===== src/rtl/seg7_pkg.sv =====
// Shared definitions for the seven-segment scan driver: digit count, scan states
// and the leading-zero blanking rule.
package seg7_pkg;

    localparam int NUM_DIGITS = 4;

    localparam logic [NUM_DIGITS-1:0] ANODE_OFF = 4'b1111;

    typedef enum logic {
        S_GUARD = 1'b0,
        S_DRIVE = 1'b1
    } state_t;

    // Digit k (k > 0) goes dark when blanking is on and it and every digit to its left are zero.
    function automatic logic lz_blanked(input logic [15:0] val, input logic [1:0] k, input logic en);
        logic zero_left;
        case (k)
            2'd1:    zero_left = (val[15:4] == 12'h000);
            2'd2:    zero_left = (val[15:8] == 8'h00);
            2'd3:    zero_left = (val[15:12] == 4'h0);
            default: zero_left = 1'b0;
        endcase
        return en && zero_left;
    endfunction

endpackage


===== src/rtl/seg7_scan_driver_if.sv =====
// Display-side bundle: value/control from the datapath, scan outputs to the decoder and anodes.
interface seg7_scan_driver_if;
    import seg7_pkg::*;

    logic [15:0]           value;
    logic                  load;
    logic [NUM_DIGITS-1:0] dp_in;
    logic                  blank_lz;
    logic [3:0]            hex;
    logic [NUM_DIGITS-1:0] anode;
    logic                  dp_n;
    logic                  blank;

    modport master (
        output value, load, dp_in, blank_lz,
        input  hex, anode, dp_n, blank
    );

    modport slave (
        input  value, load, dp_in, blank_lz,
        output hex, anode, dp_n, blank
    );

endinterface


===== src/rtl/seg7_scan_driver_slot_timer.sv =====
// Slot timer: counts DIV cycles per digit slot and steps the digit index 0..3.
module slot_timer #(
    parameter int DIV   = 100000,
    parameter int GUARD = 16
) (
    input  logic       clk,
    input  logic       reset_n,
    output logic [1:0] digit,
    output logic       slot_start,
    output logic       drive_start
);

    localparam int CW = (DIV > 1) ? $clog2(DIV) : 1;
    localparam logic [CW-1:0] LAST     = CW'(DIV - 1);
    localparam logic [CW-1:0] GUARD_AT = CW'(GUARD);

    logic [CW-1:0] cnt;

    // NOTE: sequential state uses non-blocking assignments so every flop samples pre-edge values.
    always_ff @(posedge clk) begin
        if (!reset_n) begin
            cnt   <= '0;
            digit <= '0;
        end else if (cnt == LAST) begin
            cnt   <= '0;
            digit <= digit + 2'd1;
        end else begin
            cnt <= cnt + CW'(1);
        end
    end

    assign slot_start  = (cnt == '0);
    assign drive_start = (cnt == GUARD_AT);

endmodule


===== src/rtl/seg7_scan_driver.sv =====
// 4-digit common-anode scan driver: shadow-registered value, per-slot dead time,
// leading-zero blanking; feeds hex to an external hextosegment decoder.
module seg7_scan_driver
    import seg7_pkg::*;
#(
    parameter int DIV   = 100000,
    parameter int GUARD = 16
) (
    input  logic                clk,
    input  logic                reset_n,
    seg7_scan_driver_if.slave   bus
);

    logic [15:0]           shadow_val;
    logic [NUM_DIGITS-1:0] shadow_dp;
    state_t                state;
    logic [1:0]            digit;
    logic                  slot_start;
    logic                  drive_start;
    logic                  dig_blank;

    slot_timer #(
        .DIV   (DIV),
        .GUARD (GUARD)
    ) u_slot_timer (
        .clk         (clk),
        .reset_n     (reset_n),
        .digit       (digit),
        .slot_start  (slot_start),
        .drive_start (drive_start)
    );

    always_ff @(posedge clk) begin
        if (!reset_n) begin
            shadow_val <= '0;
            shadow_dp  <= '0;
        end else if (bus.load) begin
            shadow_val <= bus.value;
            shadow_dp  <= bus.dp_in;
        end
    end

    assign dig_blank = lz_blanked(shadow_val, digit, bus.blank_lz);

    // Digit data is captured once at DRIVE entry so a mid-slot load never alters a lit digit.
    always_ff @(posedge clk) begin
        if (!reset_n) begin
            state     <= S_GUARD;
            bus.hex   <= '0;
            bus.anode <= ANODE_OFF;
            bus.dp_n  <= 1'b1;
            bus.blank <= 1'b1;
        end else begin
            case (state)
                S_GUARD: begin
                    if (drive_start) begin
                        state     <= S_DRIVE;
                        bus.hex   <= shadow_val[4*digit +: 4];
                        bus.anode <= dig_blank ? ANODE_OFF : ~(4'b0001 << digit);
                        bus.blank <= dig_blank;
                        bus.dp_n  <= dig_blank | ~shadow_dp[digit];
                    end
                end
                S_DRIVE: begin
                    if (slot_start) begin
                        state     <= S_GUARD;
                        bus.anode <= ANODE_OFF;
                        bus.blank <= 1'b1;
                        bus.dp_n  <= 1'b1;
                    end
                end
            endcase
        end
    end

endmodule


===== src/flat_wrapper.sv =====
// flat-port wrapper written by rule: the top's interface ports become plain ports
module seg7_scan_driver_flat import seg7_pkg::*;
#(
    parameter int DIV   = 100000,
    parameter int GUARD = 16
)
  (clk, reset_n, bus_value, bus_load, bus_dp_in, bus_blank_lz, bus_hex, bus_anode, bus_dp_n, bus_blank);
  seg7_scan_driver_if bus_i ();
  input  logic clk;
  input  logic reset_n;
  input wire logic [$bits(bus_i.value)-1:0] bus_value;
  input wire logic [$bits(bus_i.load)-1:0] bus_load;
  input wire logic [$bits(bus_i.dp_in)-1:0] bus_dp_in;
  input wire logic [$bits(bus_i.blank_lz)-1:0] bus_blank_lz;
  output wire logic [$bits(bus_i.hex)-1:0] bus_hex;
  output wire logic [$bits(bus_i.anode)-1:0] bus_anode;
  output wire logic [$bits(bus_i.dp_n)-1:0] bus_dp_n;
  output wire logic [$bits(bus_i.blank)-1:0] bus_blank;
  assign bus_i.value = bus_value;
  assign bus_i.load = bus_load;
  assign bus_i.dp_in = bus_dp_in;
  assign bus_i.blank_lz = bus_blank_lz;
  assign bus_hex = bus_i.hex;
  assign bus_anode = bus_i.anode;
  assign bus_dp_n = bus_i.dp_n;
  assign bus_blank = bus_i.blank;
  seg7_scan_driver #(.DIV(DIV), .GUARD(GUARD)) u_core (.clk(clk), .reset_n(reset_n), .bus(bus_i));
endmodule

===== config.mk =====
export PLATFORM = sky130hd
export DESIGN_NAME = seg7_scan_driver_flat
export DESIGN_NICKNAME = d
export VERILOG_FILES = /design/src/rtl/seg7_pkg.sv /design/src/rtl/seg7_scan_driver_if.sv /design/src/rtl/seg7_scan_driver_slot_timer.sv /design/src/rtl/seg7_scan_driver.sv /design/src/flat_wrapper.sv
export SDC_FILE = /design/constraint.sdc
export NUM_CORES = 1
export LEC_CHECK = 0
export ABC_AREA = 1
export CAP_MARGIN = 30
export CORE_AREA = 10 10 86 73
export DETAILED_ROUTE_END_ITERATION = 8
export DIE_AREA = 0 0 96 83
export PLACE_DENSITY = 0.78
export SYNTH_ARGS = -nofsm -noshare
export SYNTH_HDL_FRONTEND = slang
export SYNTH_SLANG_ARGS = --single-unit

===== constraint.sdc =====
create_clock -name clk -period 1.65 [get_ports clk]
set_input_delay 0.4125 -clock clk [delete_from_list [all_inputs] [get_ports clk]]
set_output_delay 0.4125 -clock clk [all_outputs]
set_load 0.01 [all_outputs]

==> results.cfg, run 1 <==
[floorplanning]
core_mm2 = 0.00451
rows = 22
ios = 34
die_w_um = 96
initial_core_util = 0.538
die_area_mm2 = 0.00797
die_y_um = 83

[setup_path]
path_delay_family = buffers and inverters
crit_required_ns = 1.24
timing.critical_path.buf_inv = 1
path_max_fanout = 2
crit_type = flop to output port
start_kind = flop
cpPeakStageDelay_ns = 0.54
end_kind = output port
path_cells = clkdlybuf4s50_1
cpMaxStageDelayCell = clkdlybuf4s50_1
arrival_ns = 1.20

[clock_tree]
clk_latency_ns = 0.31
post_cts_resize_count = 0
cts.sinks = 50
holdBufCountCts = 0
clock_path_buffers = 2
cts_buffers = 5
clock-root-buffer = clkbuf_8
cts-htree-levels = 2
postCtsSetupBuffers = 0
cts_tree = built
path_clk_slew_ns = 0.09

[synth]
ys_types = 28
yosys.area.top_type_share = 0.412
synth.net_count = 371
ys_ff_latch = 50
synth_ff_type = dfxtp_1
syn-instance-count = 340
yosysWarnings = 0
synth_area_leader_cell = dfxtp_1
synth_area_mm2 = 0.00243
synth-seq-area-share = 0.412
synth_area_leaders = dfxtp_1 (41%), nor2_1 (11%), o21ai_0 (8.0%)
avgSynthCellArea_um2 = 7.14
synth_edf_count = 0
async_flop_share = 0
synth_common_cells = nor2_1 (68), dfxtp_1 (50), nand2_1 (43)
synthMostInstantiatedCell = nor2_1

[detailed_routing]
wl_um = 5490
drt-pass1-iter-count = 5
ant_nets = 0
avgViaCountPerCell = 5.25
via_count = 2298
drc = 0
drt_iter0_drc = 253
wire_per_inst_um = 12.5

[finish]
fillers = 419
area_delta_synth_final_pct = 22.1
nNetsFinal = 408
diodes = 0
drive_gt1_frac = 0.0899

[power_and_ir_drop]
total_power_uw = 2320
total_leakage_power_uw = 0.00123
power.density_mw_per_mm2 = 784
ir_drop_uv = 452

[placement]
port_buffers = 33
place_hpwl_um = 4100
gp_congestion = 0.888

[outcome]
status = finished, final reports clean

[sta]
fin_tns_setup_ns = 0
rsz0062_at_grt = false
finalSetupViolCount = 0
fin_crit_sh = 0.976
skew_ns = 0.00878
drv_slew = 0
hold_viol = 0
relSlewSlack = 0.567
fmax_mhz = 621
finalCriticalPeriod_ns = 1.61
tightest_slew_ns = 0.649

[grt]
antenna_found_initial = 0
grt_pass1_wl_um = 9160
gr-total-overflow = 0
track_usage = 0.138
grt_max_degree = 26
grt_pass1_vias = 2035

[job]
drv_cap = 0

[hold_path]
min_path_type = flop to flop
[flip-flops by register name (all words and copies together) (netlist names)]
register	flops
u_core.u_slot_timer.cnt	17
u_core.bus.hex	4
u_core.bus.blank	1
u_core.shadow_val	16
u_core.bus.dp_n	1
u_core.shadow_dp	4
u_core.state	1
u_core.bus.anode	4
u_core.u_slot_timer.digit	2
[per-layer routing]
layer / up-vias / routed length, um / track usage
li1: 1187 / - / -
met1: 1020 / 2790 / 0.206
met2: 81 / 2140 / 0.173
met3: 10 / 461 / 0.0396
met4: 0 / 95 / 0.0613
met5: - / 0 / 0
[path summary, 6_finish.rpt]
check / startpoint / end / slack, ns / cells after the start
max reg2reg: u_core.u_slot_timer.cnt[12] / u_core.bus.anode[2] / 0.17 / 7
max: u_core.bus.dp_n / bus_dp_n / 0.04 / 1
min reg2reg: u_core.u_slot_timer.cnt[0] / u_core.u_slot_timer.cnt[0] / 0.44 / 1
min: u_core.u_slot_timer.cnt[0] / u_core.u_slot_timer.cnt[0] / 0.44 / 1
[through the flow]
| step | util | setup slack, ns | instances | hold WS (ns) | instance area (um^2) |
|---|---|---|---|---|---|
| final | 0.656 | 0.0404 | 438 | 0.438 | 2960 |
| after floorplan | - | 0.273 | 340 | 0.430 | 2430 |
| after global routing | 0.656 | 0.00509 | 438 | 0.463 | 2960 |
| after global placement | 0.631 | -0.0170 | 430 | 0.433 | 2850 |
| after detailed placement | 0.631 | -0.0957 | 430 | 0.437 | 2850 |
| after CTS | 0.655 | 0.0357 | 438 | 0.451 | 2960 |
[logic make-up (layout without fill, tap and decap cells)]
group / Yosys count / count (layout) / share of synthesized area
AO/OA/AOI/OAI: 65 / 65 / 0.137
XOR/XNOR: 4 / 4 / 0.0144
adder cells (fa/ha/maj): 7 / 7 / 0.0361
buffers and inverters: 46 / 84 / 0.0758
flip-flops: 50 / 50 / 0.412
AND/OR/NAND/NOR: 168 / 168 / 0.324
[placed cells by master, fill, tap and decap left out]
cell type	instances
nor2_1	68
dfxtp_1	48
nand2_1	43
o21ai_0	38
inv_1	32
clkdlybuf4s50_1	32
nand3_1	29
a21oi_1	22
nand4_1	8
ha_1	7
buf_4	6
nor3_1	5
clkbuf_8	5
xor2_1	4
inv_2	3
nor2_2	3
o22ai_1	3
nor2_4	2
nand3_2	2
nand2_4	2
nor3b_1	2
clkinv_2	2
dfxtp_2	2
nand2_2	1
nor2_8	1
clkinv_1	1
o21ai_2	1
nand4_2	1
nor3b_2	1
o21ai_1	1
bufinv_16	1
dlymetal6s2s_1	1
buf_12	1
[report_power, final]
group	switching (uW)	internal [uW]
registers	26.0	1250
logic	97.5	98.5
clock network	408	447
[cell type report]
type                            count  area (um^2)  share of cell area
Clock inverter                      3         40.0              0.0135
Inverter                           36          135              0.0456
Clock buffer                        5         68.8              0.0232
Timing Repair Buffer               40          398               0.134
Multi-Input combinational cell    244         1240               0.419
Sequential cell                    50         1000               0.339
Tap cell                           60         75.1              0.0253
Power figures use the tool's default switching activity.
==> inputs of run 2 (changes only) <==
==> constraint.sdc (replaced) <==
create_clock -name clk -period 1.65 [get_ports clk]
set_input_delay 0.4125 -clock clk [delete_from_list [all_inputs] [get_ports clk]]
set_output_delay 0.4125 -clock clk [all_outputs]
set_load 0.02 [all_outputs]
==> run 2 against run 1 <==
Count of clock-buffer cells in the layout unchanged; combinational power about the same; critical path depth up 6; die area is the same; global-route usage unchanged.
==> results.cfg, run 2 (synthesis results as in run 1) <==
[finish]
top_register = u_core.u_slot_timer.cnt
area_delta_synth_final_pct = 21.4
top_regs = u_core.u_slot_timer.cnt x17, u_core.shadow_val x16
nNetsFinal = 408
final_cell_mix = nor2_1 (68), dfxtp_1 (48), nand2_1 (43), o21ai_0 (38), inv_1 (32)
diodes = 0
instances_no_fill = 438
layout_commonest_cell = nor2_1
drive_gt1_frac = 0.0899
largest_reg_flops = 17

[sta]
setup_slack_ns = 0.174
finalCriticalPeriod_ns = 1.48
relSlewSlack = 0.563
fmax_mhz = 678
fin_crit_sh = 0.894
drv_slew = 0
tightest_slew_ns = 0.654
finalSetupViolCount = 0
rsz0062_at_grt = false
hold_viol = 0
skew_ns = 0.00828
fin_tns_setup_ns = 0
fin_hold_ws_ns = 0.438

[floorplanning]
die_area_mm2 = 0.00797
die_w_um = 96
core_mm2 = 0.00451
die_y_um = 83
initial_core_util = 0.538
rows = 22
ios = 34

[power_and_ir_drop]
p_int_uw = 1790
total_leakage_power_uw = 0.00124
comb_power_share = 0.084
ir_drop_uv = 453
clkPwrFrac = 0.368
power_frac_seq = 0.548
p_sw_uw = 530
swShare = 0.228
power.density_mw_per_mm2 = 788

[detailed_routing]
drt-pass1-iter-count = 5
via_count = 2303
wire_per_inst_um = 12.5
avgViaCountPerCell = 5.26
wl_um = 5470
drt_iter0_drc = 277
drc = 0
ant_nets = 0

[grt]
grtUsageMet1 = 0.206
antenna_found_initial = 0
grt_pass1_vias = 2035
grt_util_met2 = 0.173
gr-total-overflow = 0
use_met3 = 0.0396
busiest_layer = met1
grt_pass1_wl_um = 9160
grt_max_degree = 26
track_usage = 0.138

[setup_path]
end_kind = flop
r2r_cells = 7
crit_type = flop to flop
path_max_fanout = 11
arrival_ns = 1.67
start_kind = flop
crit_required_ns = 1.85

[placement]
gp_congestion = 0.888
placed_cells = 430
dp_slack_ns = -0.0957
port_buffers = 33
place_hpwl_um = 4100

[hold_path]
min_path_type = flop to flop
holdPathStages = 1

[clock_tree]
cts-htree-levels = 2
clk_latency_ns = 0.30
path_clk_slew_ns = 0.09
clock-root-buffer = clkbuf_8
cts_tree = built
cts.sinks = 50
cts_buffers = 5
clock_path_buffers = 2

[outcome]
status = finished, final reports clean

[job]
drv_cap = 0
## run 2: changes by cell type in the layout (fill, tap and decap cells not counted)
cell	previous run	this run
clkdlybuf4s50_1	32	23
dlymetal6s2s_1	1	0
dlygate4sd2_1	0	10
## run 2: final timing paths
kind / from / to / slack [ns]
setup reg to reg: u_core.u_slot_timer.cnt[12] / u_core.bus.anode[1] / 0.17
setup / recovery: u_core.u_slot_timer.cnt[12] / u_core.bus.anode[1] / 0.17
hold reg to reg: u_core.u_slot_timer.cnt[0] / u_core.u_slot_timer.cnt[0] / 0.44
hold / removal: u_core.u_slot_timer.cnt[0] / u_core.u_slot_timer.cnt[0] / 0.44
## run 2: cell type report
type	count	area [um^2]
Fill cell	430	1570
Multi-Input combinational cell	244	1240
Sequential cell	50	1000
Timing Repair Buffer	40	383
Inverter	36	135
Tap cell	60	75.1
Clock buffer	5	68.8
Clock inverter	3	40.0
## run 2: per-stage QoR
| stage | power (uW) | cell area [um^2] | utilization |
|---|---|---|---|
| floorplan | 1400 | 2430 | - |
| global route | 2410 | 2950 | 0.653 |
| CTS | 2330 | 2950 | 0.652 |
| global placement | 1490 | 2850 | 0.631 |
| detailed placement | 1490 | 2850 | 0.631 |
| finish | 2320 | 2950 | 0.653 |
## run 2: power by group through the flow
| stage | logic [uW] | registers [uW] | clock network (uW) |
|---|---|---|---|
| 2_1_floorplan | 107 | 1290 | 0 |
| 3_3_place_gp | 191 | 1300 | 0 |
| 3_5_place_dp | 195 | 1300 | 0 |
| 4_1_cts | 196 | 1270 | 865 |
| 5_1_grt | 222 | 1280 | 912 |
| 6_report | 196 | 1270 | 853 |
## run 2: layer usage
| metal | vias up | share of wire | routed length (um) |
|---|---|---|---|
| met5 | - | 0 | 0 |
| met4 | 0 | 0.017 | 94 |
| met3 | 10 | 0.089 | 488 |
| met2 | 84 | 0.39 | 2140 |
| met1 | 1022 | 0.50 | 2740 |
| li1 | 1187 | - | - |
## run 2: timing repair
item                                    in CTS  in global routing
buffers inserted                             0                  0
gates resized for setup                     10                  4
hold buffers                                 0                  0
endpoints found under the setup margin      10                 17
## run 2: critical path, cell delays in order (launching register included)
cell and delay [ns]:
dfxtp_1 0.34, nor2_1 0.24, nand3_1 0.12, nor2_2 0.19, nand4_1 0.14, buf_4 0.20, nand3_1 0.07, nand3_1 0.07
